File: src/rtl/pipe_reg.sv
// pipe_reg: elastic, parametrised pipeline register with valid/ready flow control,
// flush and occupancy count.
// Optional feature: define PIPE_REG_SKID_EN to add a one-entry skid register in
// front of stage 0, which decouples in_ready from out_ready.
module pipe_reg #(
  parameter int unsigned WIDTH  = 32,
  parameter int unsigned STAGES = 2
) (
  input  logic                          clk,
  input  logic                          rst,
  input  logic                          en,
  input  logic                          flush,
  input  logic                          in_valid,
  input  logic [WIDTH-1:0]              in_data,
  output logic                          in_ready,
  output logic                          out_valid,
  output logic [WIDTH-1:0]              out_data,
  input  logic                          out_ready,
  output logic [$clog2(STAGES+2)-1:0]   count
);

  localparam int unsigned CW = $clog2(STAGES + 2);

  // Stage 0 is the input side, STAGES-1 the output side.
  logic [STAGES-1:0] v_q;
  logic [WIDTH-1:0]  d_q [STAGES];

  logic              go;
  logic [STAGES-1:0] rdy;
  logic [STAGES-1:0] src_v;
  logic [WIDTH-1:0]  src_d [STAGES];

  // Source feeding stage 0 (input port, or the skid register when present).
  logic              head_v;
  logic [WIDTH-1:0]  head_d;
  logic              skid_cnt;

  assign go = en & ~flush;

  // Ready chain unrolled: a stage can load if any stage from it to the output is
  // empty, or the output is being taken. Equivalent to the rdy[i]=~v[i]|rdy[i+1]
  // recursion, written without a self-referencing vector.
  for (genvar i = 0; i < STAGES; i++) begin : g_rdy
    assign rdy[i] = go & (out_ready | ~(&v_q[STAGES-1:i]));
  end

  // Per-stage source selection.
  for (genvar i = 0; i < STAGES; i++) begin : g_src
    if (i == 0) begin : g_head
      assign src_v[i] = head_v;
      assign src_d[i] = head_d;
    end else begin : g_prev
      assign src_v[i] = v_q[i-1];
      assign src_d[i] = d_q[i-1];
    end
  end

`ifdef PIPE_REG_SKID_EN
  logic             sv_q;
  logic [WIDTH-1:0] sd_q;

  assign in_ready = ~sv_q & go;
  // A held skid entry always wins over the port; the port is not ready then anyway.
  assign head_v   = sv_q | in_valid;
  assign head_d   = sv_q ? sd_q : in_data;
  assign skid_cnt = sv_q;

  // Skid register: catch an accepted word that stage 0 cannot take, release it
  // as soon as stage 0 loads.
  always_ff @(posedge clk or posedge rst) begin
    if (rst) begin
      sv_q <= 1'b0;
      sd_q <= '0;
    end else if (en && flush) begin
      sv_q <= 1'b0;
    end else if (go) begin
      if (sv_q && rdy[0]) begin
        sv_q <= 1'b0;
      end else if (!sv_q && in_valid && !rdy[0]) begin
        sv_q <= 1'b1;
        sd_q <= in_data;
      end
    end
  end
`else
  assign in_ready = rdy[0];
  assign head_v   = in_valid;
  assign head_d   = in_data;
  assign skid_cnt = 1'b0;
`endif

  // Stage registers: load from the source when ready; flush kills valids but
  // keeps data; en low freezes everything.
  always_ff @(posedge clk or posedge rst) begin
    if (rst) begin
      v_q <= '0;
      for (int i = 0; i < int'(STAGES); i++) begin
        d_q[i] <= '0;
      end
    end else if (en && flush) begin
      v_q <= '0;
    end else begin
      for (int i = 0; i < int'(STAGES); i++) begin
        if (rdy[i]) begin
          v_q[i] <= src_v[i];
          d_q[i] <= src_d[i];
        end
      end
    end
  end

  assign out_valid = v_q[STAGES-1] & ~flush;
  assign out_data  = d_q[STAGES-1];

  // Occupancy: popcount of stage valids plus the skid entry.
  always_comb begin
    count = CW'(skid_cnt);
    for (int i = 0; i < int'(STAGES); i++) begin
      count = count + CW'(v_q[i]);
    end
  end

endmodule

File: config.mk
export PLATFORM = sky130hd
export DESIGN_NAME = pipe_reg
export DESIGN_NICKNAME = d
export VERILOG_FILES = /design/src/rtl/pipe_reg.sv
export SDC_FILE = /design/constraint.sdc
export NUM_CORES = 1
export LEC_CHECK = 0
export CORE_MARGIN = 10
export CORE_UTILIZATION = 52
export DETAILED_ROUTE_END_ITERATION = 16
export PLACE_DENSITY = 0.88
export SYNTH_ARGS = -nofsm -noshare
export SYNTH_HDL_FRONTEND = slang
export SYNTH_SLANG_ARGS = --single-unit
File: constraint.sdc
create_clock -name clk -period 5.5 [get_ports clk]
set_input_delay 0.55 -clock clk [delete_from_list [all_inputs] [get_ports clk]]
set_output_delay 0.55 -clock clk [all_outputs]
set_load 0.02 [all_outputs]
# Word-level counts from Yosys, hierarchy flattened
# Cells that the tools add are included.
[word_totals]
register_bits = 66
out_inout_bits = 36
in_bits = 38
[classes]
addsub = 1
n_mux = 3
n_bitwise = 10
reduce_logical = 6
[ops]
columns = ["cell", "count"]
rows = [
  ["AND reduction 2 bit", 3],
  ["bitwise AND 1 bit", 4],
  ["NOT 1 bit", 4],
  ["nonzero test 2 bit", 2],
  ["adder 1 x 1 -> 2 bit", 1],
  ["2-to-1 mux 1 bit", 2],
  ["2-to-1 mux 2 bit", 1],
  ["bitwise OR 1 bit", 2],
  ["logical AND 1 bit", 1],
]

# Logic depth before layout (Yosys ltp)
[logic_depth]
depth_word = 6
mapped_depth = 4
mapped_depth_nobuf = 3

# Worst setup path after synthesis
# OpenSTA, ideal clock, no wires.
[synth_timing]
kind = "register to output"
from = "reg v_q[0]"
to = "out in_ready"
setup_slack_ps = 3767
arrival_ps = 1183
stages_incl_launch_ff = 4
cell_sequence = "dfrtp_1 ha_1 a21oi_4 clkbuf_8"
[synth_via]
elab_chain_cells = 4
[synth_lines]
columns = ["element", "line_no", "source"]
rows = [
  ["start, declared", "25", "logic [STAGES-1:0] v_q;"],
  ["start signal, assigned by index", "105", "v_q[i] <= src_v[i];"],
  ["AND reduction 2 bit", "44", "assign rdy[i] = go & (out_ready | ~(&v_q[STAGES-1:i]));"],
  ["NOT 1 bit", "44", ""],
  ["bitwise OR 1 bit", "44", ""],
  ["bitwise AND 1 bit", "44", ""],
  ["end, declared", "15", "output logic in_ready,"],
]
# No other way between the ends.

# Worst setup path after layout
[layout_timing]
from = "in en"
to = "out in_ready"
[layout_via]
elab_chain_cells = 2
[layout_lines]
columns = ["element", "line_no", "source"]
rows = [
  ["start, declared", "11", "input logic en,"],
  ["bitwise AND 1 bit", "38", "assign go = en & ~flush;"],
  ["bitwise AND 1 bit", "44", ""],
]
# No other way between the ends.

==> impl_metrics.csv <==
group,metric,value,unit
status,status,"finished, final reports clean",
clock_tree,hold_buffers,0,
worst_setup_path,critical_path_depth,5,
clock_tree,htreeDepth,3,
route,wl_per_cell,17.1,um
pwr,combPwrFrac,0.278,
worst_setup_path,r2r_slack,3.57,ns
sta,max_freq,336,MHz
logic_synthesis,synth.avg_cell_area,15.5,sq um
worst_setup_path,critPathMostFrequentCell,"clkdlybuf4s50_1",
die,die_h,93.4,um
clock_tree,path_clk_slew,0.07,ns
route,drt_wl_total,5190,um
placed_design,gp_congestion,0.722,
worst_setup_path,crit_chain,"clkdlybuf4s50_1, nand2b_4, a21oi_4, buf_4, clkdlybuf4s50_1",
clock_tree,root_buffer,"clkbuf_8",
clock_tree,cts_tree,"done",
finish,fin_nets,268,
clock_tree,cts_resized,0,
sta,finalCriticalPeriod,2.97,ns
logic_synthesis,ys_warn_count,0,
die,die_x,93.4,um
worst_hold_path,min_from,"d_q[60]",
sta,max_slew_margin,0.351,
placed_design,place_inst,288,
clock_tree,insertion_delay,0.32,ns
placed_design,hpwl,3650,um
pwr,p_leak,1.47,nW
die,core,0.00517,sq mm
worst_setup_path,max_stage_delay,0.70,ns
sta,tns,0,ns
worst_setup_path,worstRegToRegCells,3,
worst_setup_path,worstReg2RegStart,"v_q[1]",
logic_synthesis,yosysSeqAreaShare,0.590,
logic_synthesis,synth_fp_nets,220,
pwr,p_seq_frac,0.456,
pwr,internal_power,1.01,mW
worst_setup_path,worstSetupEndpointType,"output pin",
clock_tree,clk_path_buf_depth,2,
clock_tree,cts.sinks,66,
global_route,grt_first_pass_wirelength,8610,um
worst_setup_path,cp_max_fo,34,
worst_setup_path,slowest_stage,"clkdlybuf4s50_1",
route,ant_nets,0,
sta,hold_viol,0,
route,vias_per_cell,5.00,
worst_setup_path,worst_ep_required_time,4.95,ns
finish,num_antenna_cells,0,
die,ios,74,
logic_synthesis,ys_seq_elements,66,
route,drt_iter0_drc,62,
finish,layout.cells.non_filler,304,
logic_synthesis,syn_inst,181,
pwr,switching_share,0.283,
pwr,switchingPower,398,uW
sta,setup_violations,0,
finish,drive_above_1_share,0.363,
finish,fillerInstances,379,
clock_tree,cts_buffers,9,
global_route,grt_overflow,0,
logic_synthesis,netlist_area,0.00280,sq mm
sta,slew_viol_final,0,
worst_hold_path,hold_depth,1,
worst_setup_path,critPathBufInv,3,
finish,stdcell_area,0.00351,sq mm
logic_synthesis,ys_types,17,
worst_setup_path,path_class,"primary input to output pin",
global_route,antenna_found_initial,0,
sta,min_period_over_period,0.540,
global_route,grt_pass1_vias,1721,
die,core.rowCount,26,
global_route,grt_max_degree,67,
sta,worst_slew_pin_slew,0.971,ns
pwr,peakVddDrop,0.223,mV
placed_design,postPlaceCellArea,0.00332,sq mm
die,start_util,0.541,
global_route,grt_usage,0.126,
worst_setup_path,r2r-end,"out_data[30]",
job,maxCapViolCount,0,
pwr,clock_power_share,0.266,
route,dr.pass1.iters,4,
route,drc,0,
placed_design,io_buffer_count,73,
route,vias,1520,
worst_hold_path,hold_path.class,"register to register",
worst_setup_path,arrival,2.42,ns
sta,rsz0062_at_grt,"false",
worst_setup_path,worst_setup_path_start_kind,"primary input",
sta,finClkSkew,0.00606,ns
pwr,power_density,401,mW/mm^2
clock_tree,cts_setup_buffers,0,
finish,area_growth,25.5,%
worst_hold_path,hold_end,"out_data[28]",
worst_setup_path,crit_family,"buffers and inverters",
die,die_area,0.00871,sq mm
[logic make-up (layout without fill, tap and decap cells)]
logic type | after synthesis | after routing | share of synthesized area
adders and majority gates | 1 | 1 | 0.00447
DFF | 66 | 66 | 0.590
buffers and inverters | 41 | 94 | 0.115
muxes | 64 | 64 | 0.258
AOI/OAI and AO/OA | 4 | 4 | 0.0143
and+or+nand+nor | 5 | 5 | 0.0183
[metrics by stage]
stage / total power, mW / utilization / hold WS [ns] / setup slack, ns
after floorplan: 0.944 / - / 0.459 / 3.30
after global placement: 1.04 / 0.642 / 0.469 / 2.55
after detailed placement: 1.05 / 0.642 / 0.483 / 2.51
after CTS: 1.43 / 0.679 / 0.492 / 2.51
after global routing: 1.48 / 0.679 / 0.514 / 2.44
final: 1.41 / 0.679 / 0.489 / 2.53
[worst max path at each step]
stage	slack, ns	from	end
6_report	2.53	en	in_ready
5_1_grt	2.44	en	in_ready
4_1_cts	2.51	flush	in_ready
3_5_place_dp	2.51	flush	in_ready
3_3_place_gp	2.55	flush	in_ready
2_1_floorplan	3.30	rst	d_q[32]
[final cells by class]
| class | instances | area (sq um) | area share |
|---|---|---|---|
| sequential | 66 | 1650 | 0.470 |
| multi-input combinational | 74 | 825 | 0.235 |
| timing repair buffer | 75 | 746 | 0.212 |
| clock buffer | 12 | 165 | 0.0470 |
| tap | 70 | 87.6 | 0.0249 |
| clock inverter | 4 | 25.0 | 0.00713 |
| inverter | 3 | 11.3 | 0.00321 |
[registers in the layout, summed over array words and instances (netlist names)]
name and flops:
d_q 32, v_q 2, out_data 32
[synth_stat cells]
cell type  count  area share
dfrtp_1       66        0.59
mux2_2        62        0.25
buf_4         32       0.086
buf_6          5       0.020
inv_1          3      0.0040
mux2_1         2      0.0080
a21oi_1        1      0.0018
a21oi_4        1      0.0058
a221o_1        1      0.0036
and2b_1        1      0.0027
and4bb_2       1      0.0045
clkbuf_8       1      0.0049
ha_1           1      0.0045
nand2b_4       1      0.0049
nor2_4         1      0.0040
nor2b_1        1      0.0022
o2bb2ai_1      1      0.0031
[cells in the final DEF (no fill, tap or decap), drive strengths merged]
cell type,Yosys,layout
nor2b,1,1
mux2,64,64
nand2b,1,1
nor2,1,1
ha,1,1
a221o,1,1
and2b,1,1
o2bb2ai,1,1
clkinvlp,0,2
clkinv,0,2
clkdlybuf4s50,0,73
and4bb,1,1
inv,3,3
dfrtp,66,66
clkbuf,1,12
buf,37,2
a21oi,2,2
[layer usage]
layer	share of wire	vias to the layer above	GRT usage	wire, um
li1	-	689	-	-
met1	0.43	764	0.144	2220
met2	0.47	58	0.202	2460
met3	0.083	9	0.0504	431
met4	0.016	0	0.0591	85
met5	0	-	0	0
[power by group through the flow]
stage / registers, mW / clock network (mW) / logic (mW)
floorplan: 0.633 / 0 / 0.311
global placement: 0.645 / 0 / 0.390
detailed placement: 0.652 / 0 / 0.399
CTS: 0.644 / 0.383 / 0.400
global route: 0.656 / 0.408 / 0.417
finish: 0.642 / 0.374 / 0.391
(Power assumes the default switching activity.)
